==> src/rtl/traffic_phase_controller.sv <==
// Multi-phase traffic light controller: per-phase programmable timing, sensor skip/extension, pedestrian walk.
// Define TRAFFIC_FLASH_EN to add the Flash input and the flashing-yellow FLASH state.
module traffic_phase_controller #(
    parameter int NUM_PHASES    = 4,
    parameter int TIME_W        = 4,
    parameter int TICKS_PER_SEC = 100000000,
    parameter int DEF_GREEN     = 6,
    parameter int DEF_YELLOW    = 2,
    parameter int DEF_WALK      = 3,
    parameter int DEF_EXT       = 3
) (
    input  logic                          clk,
    input  logic                          Reset_n,
    input  logic [NUM_PHASES-1:0]         Sensor,
    input  logic                          Walk_Request,
    input  logic                          Reprogram,
    input  logic [$clog2(NUM_PHASES)-1:0] Phase_Sel,
    input  logic [1:0]                    Param_Sel,
    input  logic [TIME_W-1:0]             Time_Value,
`ifdef TRAFFIC_FLASH_EN
    input  logic                          Flash,
`endif
    output logic [NUM_PHASES-1:0]         Green,
    output logic [NUM_PHASES-1:0]         Yellow,
    output logic                          Walk,
    output logic [$clog2(NUM_PHASES)-1:0] Phase,
    output logic                          expired,
    output logic                          oneHz_enable
);

    localparam int PW = $clog2(NUM_PHASES);
    localparam int DW = (TICKS_PER_SEC > 1) ? $clog2(TICKS_PER_SEC) : 1;

`ifdef TRAFFIC_FLASH_EN
    typedef enum logic [2:0] {S_GREEN, S_EXTEND, S_YELLOW, S_ALL_RED, S_WALK, S_FLASH} state_t;
`else
    typedef enum logic [2:0] {S_GREEN, S_EXTEND, S_YELLOW, S_ALL_RED, S_WALK} state_t;
`endif

    function automatic logic [NUM_PHASES-1:0] onehot(input logic [PW-1:0] p);
        logic [NUM_PHASES-1:0] r;
        r    = '0;
        r[p] = 1'b1;
        return r;
    endfunction

    function automatic logic [TIME_W-1:0] at_least_one(input logic [TIME_W-1:0] v);
        return (v == '0) ? TIME_W'(1) : v;
    endfunction

    // ------------------------------------------------------------------
    // Input synchronisers
    // ------------------------------------------------------------------
    logic [NUM_PHASES-1:0] sensor_meta, sensor_sync;
    logic                  walk_req_meta, walk_req_sync;
    logic                  prog_meta, prog_sync, prog_prev;
    logic                  prog_rise;

    always_ff @(posedge clk or negedge Reset_n) begin
        if (!Reset_n) begin
            sensor_meta   <= '0;
            sensor_sync   <= '0;
            walk_req_meta <= 1'b0;
            walk_req_sync <= 1'b0;
            prog_meta     <= 1'b0;
            prog_sync     <= 1'b0;
            prog_prev     <= 1'b0;
        end else begin
            // NOTE: non-blocking so each stage captures the previous stage's old value, forming a real 2-flop chain.
            sensor_meta   <= Sensor;
            sensor_sync   <= sensor_meta;
            walk_req_meta <= Walk_Request;
            walk_req_sync <= walk_req_meta;
            prog_meta     <= Reprogram;
            prog_sync     <= prog_meta;
            prog_prev     <= prog_sync;
        end
    end

    assign prog_rise = prog_sync & ~prog_prev;

    logic flash_sync;
`ifdef TRAFFIC_FLASH_EN
    logic flash_meta;
    always_ff @(posedge clk or negedge Reset_n) begin
        if (!Reset_n) begin
            flash_meta <= 1'b0;
            flash_sync <= 1'b0;
        end else begin
            flash_meta <= Flash;
            flash_sync <= flash_meta;
        end
    end
`else
    assign flash_sync = 1'b0;
`endif

    // ------------------------------------------------------------------
    // Timing tables
    // ------------------------------------------------------------------
    logic [TIME_W-1:0] green_tab  [NUM_PHASES];
    logic [TIME_W-1:0] yellow_tab [NUM_PHASES];
    logic [TIME_W-1:0] walk_time, ext_time;
    logic              sel_ok, wr_en, wr_green, wr_yellow, wr_walk, wr_ext;

    always_comb begin
        // NOTE: every always_comb output gets a default before any branch so no latch can be inferred.
        sel_ok = 1'b0;
        for (int i = 0; i < NUM_PHASES; i++) begin
            if (Phase_Sel == PW'(i)) sel_ok = 1'b1;
        end
    end

    assign wr_en     = prog_rise & sel_ok;
    assign wr_green  = wr_en && (Param_Sel == 2'd0);
    assign wr_yellow = wr_en && (Param_Sel == 2'd1);
    assign wr_walk   = wr_en && (Param_Sel == 2'd2);
    assign wr_ext    = wr_en && (Param_Sel == 2'd3);

    always_ff @(posedge clk or negedge Reset_n) begin
        if (!Reset_n) begin
            // NOTE: the tables are plain flops, not a RAM macro, so they can reset straight to the defaults.
            for (int i = 0; i < NUM_PHASES; i++) begin
                green_tab[i]  <= TIME_W'(DEF_GREEN);
                yellow_tab[i] <= TIME_W'(DEF_YELLOW);
            end
            walk_time <= TIME_W'(DEF_WALK);
            ext_time  <= TIME_W'(DEF_EXT);
        end else begin
            if (wr_green)  green_tab[Phase_Sel]  <= Time_Value;
            if (wr_yellow) yellow_tab[Phase_Sel] <= Time_Value;
            if (wr_walk)   walk_time <= Time_Value;
            if (wr_ext)    ext_time  <= Time_Value;
        end
    end

    // ------------------------------------------------------------------
    // 1 Hz divider, restarted whenever the timer is reloaded
    // ------------------------------------------------------------------
    state_t          state;
    logic [DW-1:0]   div_cnt;
    logic            tick, restart, flash_evt, advance;

    assign tick         = (div_cnt == DW'(TICKS_PER_SEC - 1));
    assign oneHz_enable = tick;

`ifdef TRAFFIC_FLASH_EN
    assign flash_evt = (state == S_FLASH) ? ~flash_sync : flash_sync;
`else
    assign flash_evt = flash_sync;
`endif
    assign advance = expired & ~flash_evt;
    assign restart = expired | flash_evt;

    always_ff @(posedge clk or negedge Reset_n) begin
        if (!Reset_n) begin
            div_cnt <= '0;
        end else if (restart || tick) begin
            div_cnt <= '0;
        end else begin
            div_cnt <= div_cnt + DW'(1);
        end
    end

    // ------------------------------------------------------------------
    // Next-phase selection and next-state decode
    // ------------------------------------------------------------------
    logic              fresh, walk_latch, walk_pend;
    logic [TIME_W-1:0] timer, load_raw;
    logic              sel_found;
    logic [PW-1:0]     sel_phase, nxt_phase;
    state_t            nxt_state;

    // Lowest eligible phase above the current one; iterate downward so the lowest wins.
    always_comb begin
        sel_found = 1'b0;
        sel_phase = '0;
        for (int i = NUM_PHASES - 1; i >= 1; i--) begin
            if (i > int'(Phase) && sensor_sync[i]) begin
                sel_found = 1'b1;
                sel_phase = PW'(i);
            end
        end
    end

    always_comb begin
        nxt_state = state;
        nxt_phase = Phase;
        case (state)
            S_GREEN:  nxt_state = sensor_sync[Phase] ? S_EXTEND : S_YELLOW;
            S_EXTEND: nxt_state = S_YELLOW;
            S_YELLOW: nxt_state = S_ALL_RED;
            S_ALL_RED: begin
                nxt_state = S_GREEN;
                if (fresh) begin
                    nxt_phase = '0;
                end else if (sel_found) begin
                    nxt_phase = sel_phase;
                end else begin
                    nxt_phase = '0;
                    if (walk_latch) nxt_state = S_WALK;
                end
            end
            S_WALK: begin
                nxt_state = S_GREEN;
                nxt_phase = '0;
            end
            default: ;
        endcase
    end

    // Interval for the state being entered, with same-cycle table writes forwarded.
    always_comb begin
        load_raw = TIME_W'(1);
        case (nxt_state)
            S_GREEN:  load_raw = (wr_green && Phase_Sel == nxt_phase) ? Time_Value : green_tab[nxt_phase];
            S_EXTEND: load_raw = wr_ext ? Time_Value : ext_time;
            S_YELLOW: load_raw = (wr_yellow && Phase_Sel == nxt_phase) ? Time_Value : yellow_tab[nxt_phase];
            S_WALK:   load_raw = wr_walk ? Time_Value : walk_time;
            default:  load_raw = TIME_W'(1);
        endcase
    end

    // ------------------------------------------------------------------
    // Phase FSM with timer and registered lamp outputs
    // ------------------------------------------------------------------
    always_ff @(posedge clk or negedge Reset_n) begin
        if (!Reset_n) begin
            state      <= S_ALL_RED;
            Phase      <= '0;
            Green      <= '0;
            Yellow     <= '0;
            Walk       <= 1'b0;
            expired    <= 1'b0;
            timer      <= TIME_W'(1);
            fresh      <= 1'b1;
            walk_latch <= 1'b0;
            walk_pend  <= 1'b0;
        end else begin
            expired <= 1'b0;

            // A request seen during WALK is carried over so it earns the next cycle's walk.
            if (advance && state == S_WALK) begin
                walk_latch <= walk_pend | walk_req_sync;
                walk_pend  <= 1'b0;
            end else begin
                walk_latch <= walk_latch | walk_req_sync;
                if (state == S_WALK && walk_req_sync) walk_pend <= 1'b1;
            end

`ifdef TRAFFIC_FLASH_EN
            if (state == S_FLASH) begin
                if (!flash_sync) begin
                    state  <= S_ALL_RED;
                    Phase  <= '0;
                    Yellow <= '0;
                    timer  <= TIME_W'(1);
                    fresh  <= 1'b1;
                end else if (tick) begin
                    Yellow[0] <= ~Yellow[0];
                end
            end else if (flash_sync) begin
                state     <= S_FLASH;
                Green     <= '0;
                Yellow    <= NUM_PHASES'(1);
                Walk      <= 1'b0;
                walk_pend <= 1'b0;
            end else
`endif
            if (expired) begin
                state  <= nxt_state;
                Phase  <= nxt_phase;
                timer  <= at_least_one(load_raw);
                Green  <= (nxt_state == S_GREEN || nxt_state == S_EXTEND) ? onehot(nxt_phase) : '0;
                Yellow <= (nxt_state == S_YELLOW) ? onehot(nxt_phase) : '0;
                Walk   <= (nxt_state == S_WALK);
                if (state == S_ALL_RED) fresh <= 1'b0;
            end else if (tick && timer != '0) begin
                timer <= timer - TIME_W'(1);
                if (timer == TIME_W'(1)) expired <= 1'b1;
            end
        end
    end

endmodule

==> config.mk <==
export PLATFORM = sky130hd
export DESIGN_NAME = traffic_phase_controller
export DESIGN_NICKNAME = d
export VERILOG_FILES = /design/src/rtl/traffic_phase_controller.sv
export SDC_FILE = /design/constraint.sdc
export NUM_CORES = 1
export LEC_CHECK = 0
export CORE_AREA = 4 4 134 136
export CTS_CLUSTER_SIZE = 24
export DETAILED_ROUTE_END_ITERATION = 12
export DIE_AREA = 0 0 138 140
export HOLD_SLACK_MARGIN = 0.03
export REMOVE_ABC_BUFFERS = 1
export SYNTH_ARGS = -nofsm -noshare
export SYNTH_HDL_FRONTEND = slang
export SYNTH_SLANG_ARGS = --single-unit
==> constraint.sdc <==
create_clock -name clk -period 2.3 [get_ports clk]
set_input_delay 0.345 -clock clk [delete_from_list [all_inputs] [get_ports clk]]
set_output_delay 0.345 -clock clk [all_outputs]
set_load 0.01 [all_outputs]
## Yosys cells after proc, flatten, opt, wreduce, memory -nomap -nowiden

Cells that the tools add are included.

| storage, ports and cells | value |
|---|---|
| bits in registers | 102 |
| latch bits | 0 |
| bits in writable memories | 0 |
| bits in read-only memories | 0 |
| input bits | 16 |
| output and inout bits | 13 |
| logic and storage cells | 136 |
| memories kept | 0 |

| cells by class | value |
|---|---|
| add/sub/neg operators | 2 |
| multipliers | 0 |
| div/mod/pow operators | 0 |
| $lt $le $gt $ge | 9 |
| equality and inequality tests | 16 |
| shift-type cells | 0 |
| muxes and demuxes | 49 |
| bitwise logic cells | 7 |
| reductions and logical operators | 25 |

Operators with widths:

| cell | number |
|---|---|
| $mux W4 | 14 |
| $bwmux W16 | 2 |
| $add A27 B1 Y27 const B | 1 |
| $eq A27 B27 Y1 const B | 1 |
| $mux W27 | 1 |
| $bmux W4 S2 | 2 |
| $pmux W4 S4 | 1 |
| $mux W1 | 15 |
| $pmux W3 S5 | 1 |
| $logic_and A1 B1 Y1 | 14 |
| $mux W2 | 6 |
| $eq A3 B2 Y1 const B | 3 |
| $mux W3 | 3 |
| $demux W4 S2 | 1 |
| $eq A2 B2 Y1 const B | 4 |
| $eq A3 B1 Y1 const B | 2 |
| $eq A3 B3 Y1 const B | 2 |
| $ge A3 B3 Y1 const B | 2 |
| $logic_not A3 Y1 | 2 |
| $lt A2 B3 Y1 const B | 2 |
| $not A2 Y3 | 2 |
| $eq A2 B1 Y1 const B | 2 |
| $eq A4 B1 Y1 const B | 1 |
| $gt A2 B2 Y1 const A | 2 |
| other kinds (17) | 22 |

## Depth between registers and ports, before layout

| logic depth | value |
|---|---|
| depth in word-level cells | 17 |
| depth in mapped cells | 12 |
| mapped depth without buffers | 9 |

## Worst setup path before layout

No wires, ideal clock.

| timing | value |
|---|---|
| path kind | reg-to-reg |
| start point | register state[0] |
| end point | register timer[0] |
| library setup time | 0.077 ns |
| data arrival time | 2.240 ns |
| required time | 2.223 ns |
| slack | -0.018 ns |
| cell stages (with the launch flop) | 12 |
| buffers on the path | 3 |
| period minus slack after synthesis | 2.318 ns |
| path through | dfstp_2 buf_4 and2b_1 nand2_2 o31ai_2 buf_6 buf_4 mux2i_1 nand2_1 a311oi_1 a31oi_1 o22ai_1 |

| between the ends | value |
|---|---|
| word-level cells in the longest chain between the ends | 11 |
| elaborated cells on any way between the ends | 27 |
| classes of those cells | 8 x eq/ne; 13 x mux; 1 x bitwise; 5 x reduce/logical |

RTL lines:

| element | line | RTL |
|---|---|---|
| from (decl) | 140 | `state_t state;` |
| from (signal assigned) | 271 | `state <= nxt_state;` |
| $eq A3 B3 Y1 / $eq A3 B2 Y1 (equally long branches) | 189 | `case (state)` |
| $pmux W2 S2 | 189 |  |
| $not A2 Y3 (not written as such) | 216, 218 |  |
| $bmux W4 S2 (on tied branches) | 218, 216 |  |
| $mux W4 (on tied branches) (3 in a row) | 218, 216 |  |
| $pmux W4 S4 * | 215 | `case (nxt_state)` |
| $logic_not A4 Y1 | 48 | `return (v == '0) ? TIME_W'(1) : v;` |
| $mux W4 * | 48 |  |
| $mux W4 * | 270 | `if (expired) begin` |
| to (signal assigned) | 273 | `timer <= at_least_one(load_raw);` |
| to (signal assigned) | 279 | `timer <= timer - TIME_W'(1);` |
| to (decl) | 169 | `logic [TIME_W-1:0] timer, load_raw;` |

Mark *: on every way between the ends. The rest lies on a longest branch, timed or not. The select of a mux whose other input is x is not followed.
A chain may end at the register's enable or synchronous reset.

## Worst setup path after layout

Same ends and word-level chain as after synthesis.

==> flow_summary.yaml <==
timing:
  worstMarginPinSlew_ps: 445.4
  fin_ws_ps: -54.41
  max_freq_mhz: 424.7
  period_minus_slack_ps: 2354
  min_period_over_period: 1.024
  rsz0062_at_grt: "yes"
  hold_ws_ps: 349.4
  slew_headroom: 0.7008
  fin_worst_skew_ps: 11.70
  hold_viol: 0
  setup_viol: 1
  slew_violations: 0
critical_path:
  path_cells: "and2b_1, nand2_2, o31ai_4, buf_12, buf_6, mux2i_1, nand2_1, a311oi_2, a31oi_1, o22ai_1"
  critPathMaxFanout: 7
  critPathBufInv: 2
  critical_path_class: "reg2reg"
  path_delay_family: "compound AO/OA/AOI/OAI gates"
  required_ps: 2590
  start_kind: "flop"
  cp-end-kind: "flop"
  cp_slowest_cell: "dfstp_2"
  max_stage_delay_ps: 570
  cp.arrival_ps: 2640
detailed_routing:
  vias_per_cell: 4.575
  wire_per_inst_um: 13.66
  vias: 3546
  drc_errors: 0
  ant_nets: 0
  routed_wl_mm: 10.58
  drtPass1Iterations: 4
  drt_iter0_markers: 180
floorplan:
  coreArea_um2: 16940
  die-area_um2: 19320
  die_h_um: 140
  initial_core_util: 0.2835
  pin_count: 29
  rows: 48
  die_x_um: 138
pwr:
  p_per_area_nw_per_um2: 638.7
  clkPwrFrac: 0.382
  power_leakage_nw: 2.769
  p_int_mw: 2.895
  power_frac_comb: 0.090
  p_total_mw: 3.883
  pwr-share-seq: 0.528
  netSwitchingFraction: 0.2543
  p_sw_mw: 0.9875
  max-vdd-ir-drop_v: 0.0003540
global_route:
  antenna_found_initial: 0
  grt_overflow: 0
  grt_max_degree: 49
  grt_usage: 0.1178
  grt_pass1_wl_mm: 18.38
  grt_pass1_vias: 3675
clock_tree:
  cts_sinks: 102
  cts_tree: "built"
  cts_root_buf: "clkbuf_16"
  cts_buffer_depth: 2
  cts.reportedPaths.clkPinSlew_ps: 80
  insertion_delay_ps: 360
  cts_made_buffers: 9
  htreeDepth: 3
logic_synthesis:
  syn_inst: 468
  synth_xor_area_frac: 0.05655
  ys_warn_count: 0
  synthDistinctLibCells: 60
  synth_area_leaders: "dfrtp_1 43%, dfstp_2 11%, nand2_1 6.1%, mux2i_1 4.0%, o21ai_0 3.6%"
  yosys-mux-area-fraction: 0.07949
  synthSimpleGateAreaFrac: 0.1790
  synth_top_family_by_area: "simple AND/OR/NAND/NOR gates"
  syn_avg_cell_area_um2: 10.26
  synth_area_leader_cell: "dfrtp_1"
  synthArstFlopShare: 1.000
  synth_fa_ha_area_frac: 0.007819
  synth_ff_type: "dfrtp_1"
  syn_area_um2: 4801
  synth_edf_count: 0
  synth_top_area_share: 0.4274
  seq_area_frac_synth: 0.5369
  synth_compound_area_frac: 0.1056
  synth-seq-cells: 102
hold_path:
  hold_path.class: "reg2reg"
place:
  dpl_cell_area_um2: 5714
  place_ws_ps: -160.8
  port_buffers: 28
  gp_congestion: 0.9107
  place_inst: 755
  dp_hpwl_mm: 7.873
cells_and_area:
  final_cell_count_no_fill: 775
  drive_above_1_share: 0.2418
  syn2layout_area_growth_pct: 26.64
  design_area_um2: 6080
  final_nets: 564
  antenna_cells: 0
run_status:
  failed_checks: "negative setup slack"
  status: "complete, but fails checks"
job:
  drv_cap: 0
[cell families after synthesis]
group | count (synthesis)
compound gates | 78
buf+inv | 38
xor+xnor | 28
simple gates | 184
flops | 102
fa+ha+maj | 3
mux | 35
[metrics by stage]
step | setup TNS (ps) | utilization
after global placement | -74.84 | 0.3374
after global routing | -576.0 | 0.3590
final | -54.41 | 0.3590
after CTS | -53.38 | 0.3587
after detailed placement | -395.4 | 0.3374
after floorplan | -9297 | -
[timing repair]
item                                    in CTS  in global routing
buffers inserted                             2                  1
resized for setup                           10                  2
pin swaps                                    5                  1
hold buffers                                 1                  0
endpoints found under the setup margin       5                  5
hold endpoints to repair                    28                  0
[state kept, by name (all words and copies together), names as in the netlist]
name and cells:
Yellow 4, Green 4, sensor_sync 4, yellow_tab 16, walk_req_meta 1, walk_req_sync 1
timer 4, div_cnt 27, fresh 1, green_tab 16, ext_time 4, state 3
prog_prev 1, walk_time 4, prog_sync 1, Phase 2, walk_pend 1, Walk 1
prog_meta 1, walk_latch 1, expired 1, sensor_meta 4
[layout by cell type (no fill, tap or decap), types with 3 or more instances in the layout]
cell,instances
a21oi_1,8
a31oi_1,5
and3_1,9
buf_12,4
buf_4,50
clkbuf_16,9
clkdlybuf4s50_1,26
clkinv_4,3
dfrtp_1,82
dfstp_2,20
ha_1,3
inv_1,21
mux2_2,15
mux2i_1,19
nand2_1,78
nand2b_1,4
nand3_1,17
nand4_1,6
nor2_1,41
nor2b_1,5
nor3_1,5
o21ai_0,35
o22ai_1,5
xnor2_1,8
xor2_1,18
[cell usage after synthesis, types with 2 or more instances]
cell type and n:
o21bai_1 2, mux2i_1 19, a32oi_1 2, and3_1 9, dfstp_2 20, xor2_1 18, buf_1 3, buf_4 4
nand4_1 6, a21oi_1 8, nand3_1 17, nand2b_1 4, inv_1 21, dfrtp_1 82, nor2_1 42, o22ai_1 6
clkbuf_1 8, a21o_1 2, or2_2 2, nand2_1 78, xnor2_1 8, ha_1 3, a21boi_0 2, o21ai_0 35
nor3_1 7, a31oi_1 5, nor3b_1 2, nor2b_1 5, mux2_2 15, o32ai_1 2, a31o_2 2
[power groups by stage]
| stage | sequential (mW) | clock, mW | combinational (mW) |
|---|---|---|---|
| CTS | 2.05 | 1.54 | 0.357 |
| detailed placement | 2.08 | 0 | 0.349 |
| finish | 2.05 | 1.48 | 0.350 |
| global placement | 2.08 | 0 | 0.338 |
| global route | 2.07 | 1.62 | 0.400 |
| floorplan | 2.05 | 0 | 0.194 |
[path summary, 6_finish.rpt]
| kind | from | endpoint | slack (ps) | depth (start not counted) |
|---|---|---|---|---|
| setup / recovery | state[0] | timer[0] | -50 | 10 |
| hold / removal | walk_req_meta | walk_req_sync | 350 | 0 |
| setup reg to reg | state[0] | timer[0] | -50 | 10 |
| hold reg to reg | walk_req_meta | walk_req_sync | 350 | 0 |
| max in group asynchronous | Reset_n | state[0] | 1110 | 3 |
| min in group asynchronous | Reset_n | prog_meta | 440 | 2 |
[layout make-up]
cell class	count	area, um^2
inverter	21	78.83
clock inverter	7	65.06
clock buffer	9	225.2
fill	1684	10860
timing repair buffer	83	742.0
tap	225	281.5
multi-input combinational	328	2110
sequential	102	2577
[worst reg2reg max path, cell delays in order (launching register included)]
cell and delay [ps]:
dfstp_2 570, and2b_1 160, nand2_2 90, o31ai_4 240, buf_12 170, buf_6 130, mux2i_1 210, nand2_1 120
a311oi_2 340, a31oi_1 130, o22ai_1 130
[routing by layer]
layer / global-route usage / up-vias / wire, um
li1: - / 1747 / -
met1: 0.1510 / 1730 / 4907
met2: 0.1901 / 54 / 5083
met3: 0.03141 / 15 / 361
met4: 0.04784 / 0 / 230
met5: 0 / - / 0
Note: power is estimated with default switching activity, not from simulation.
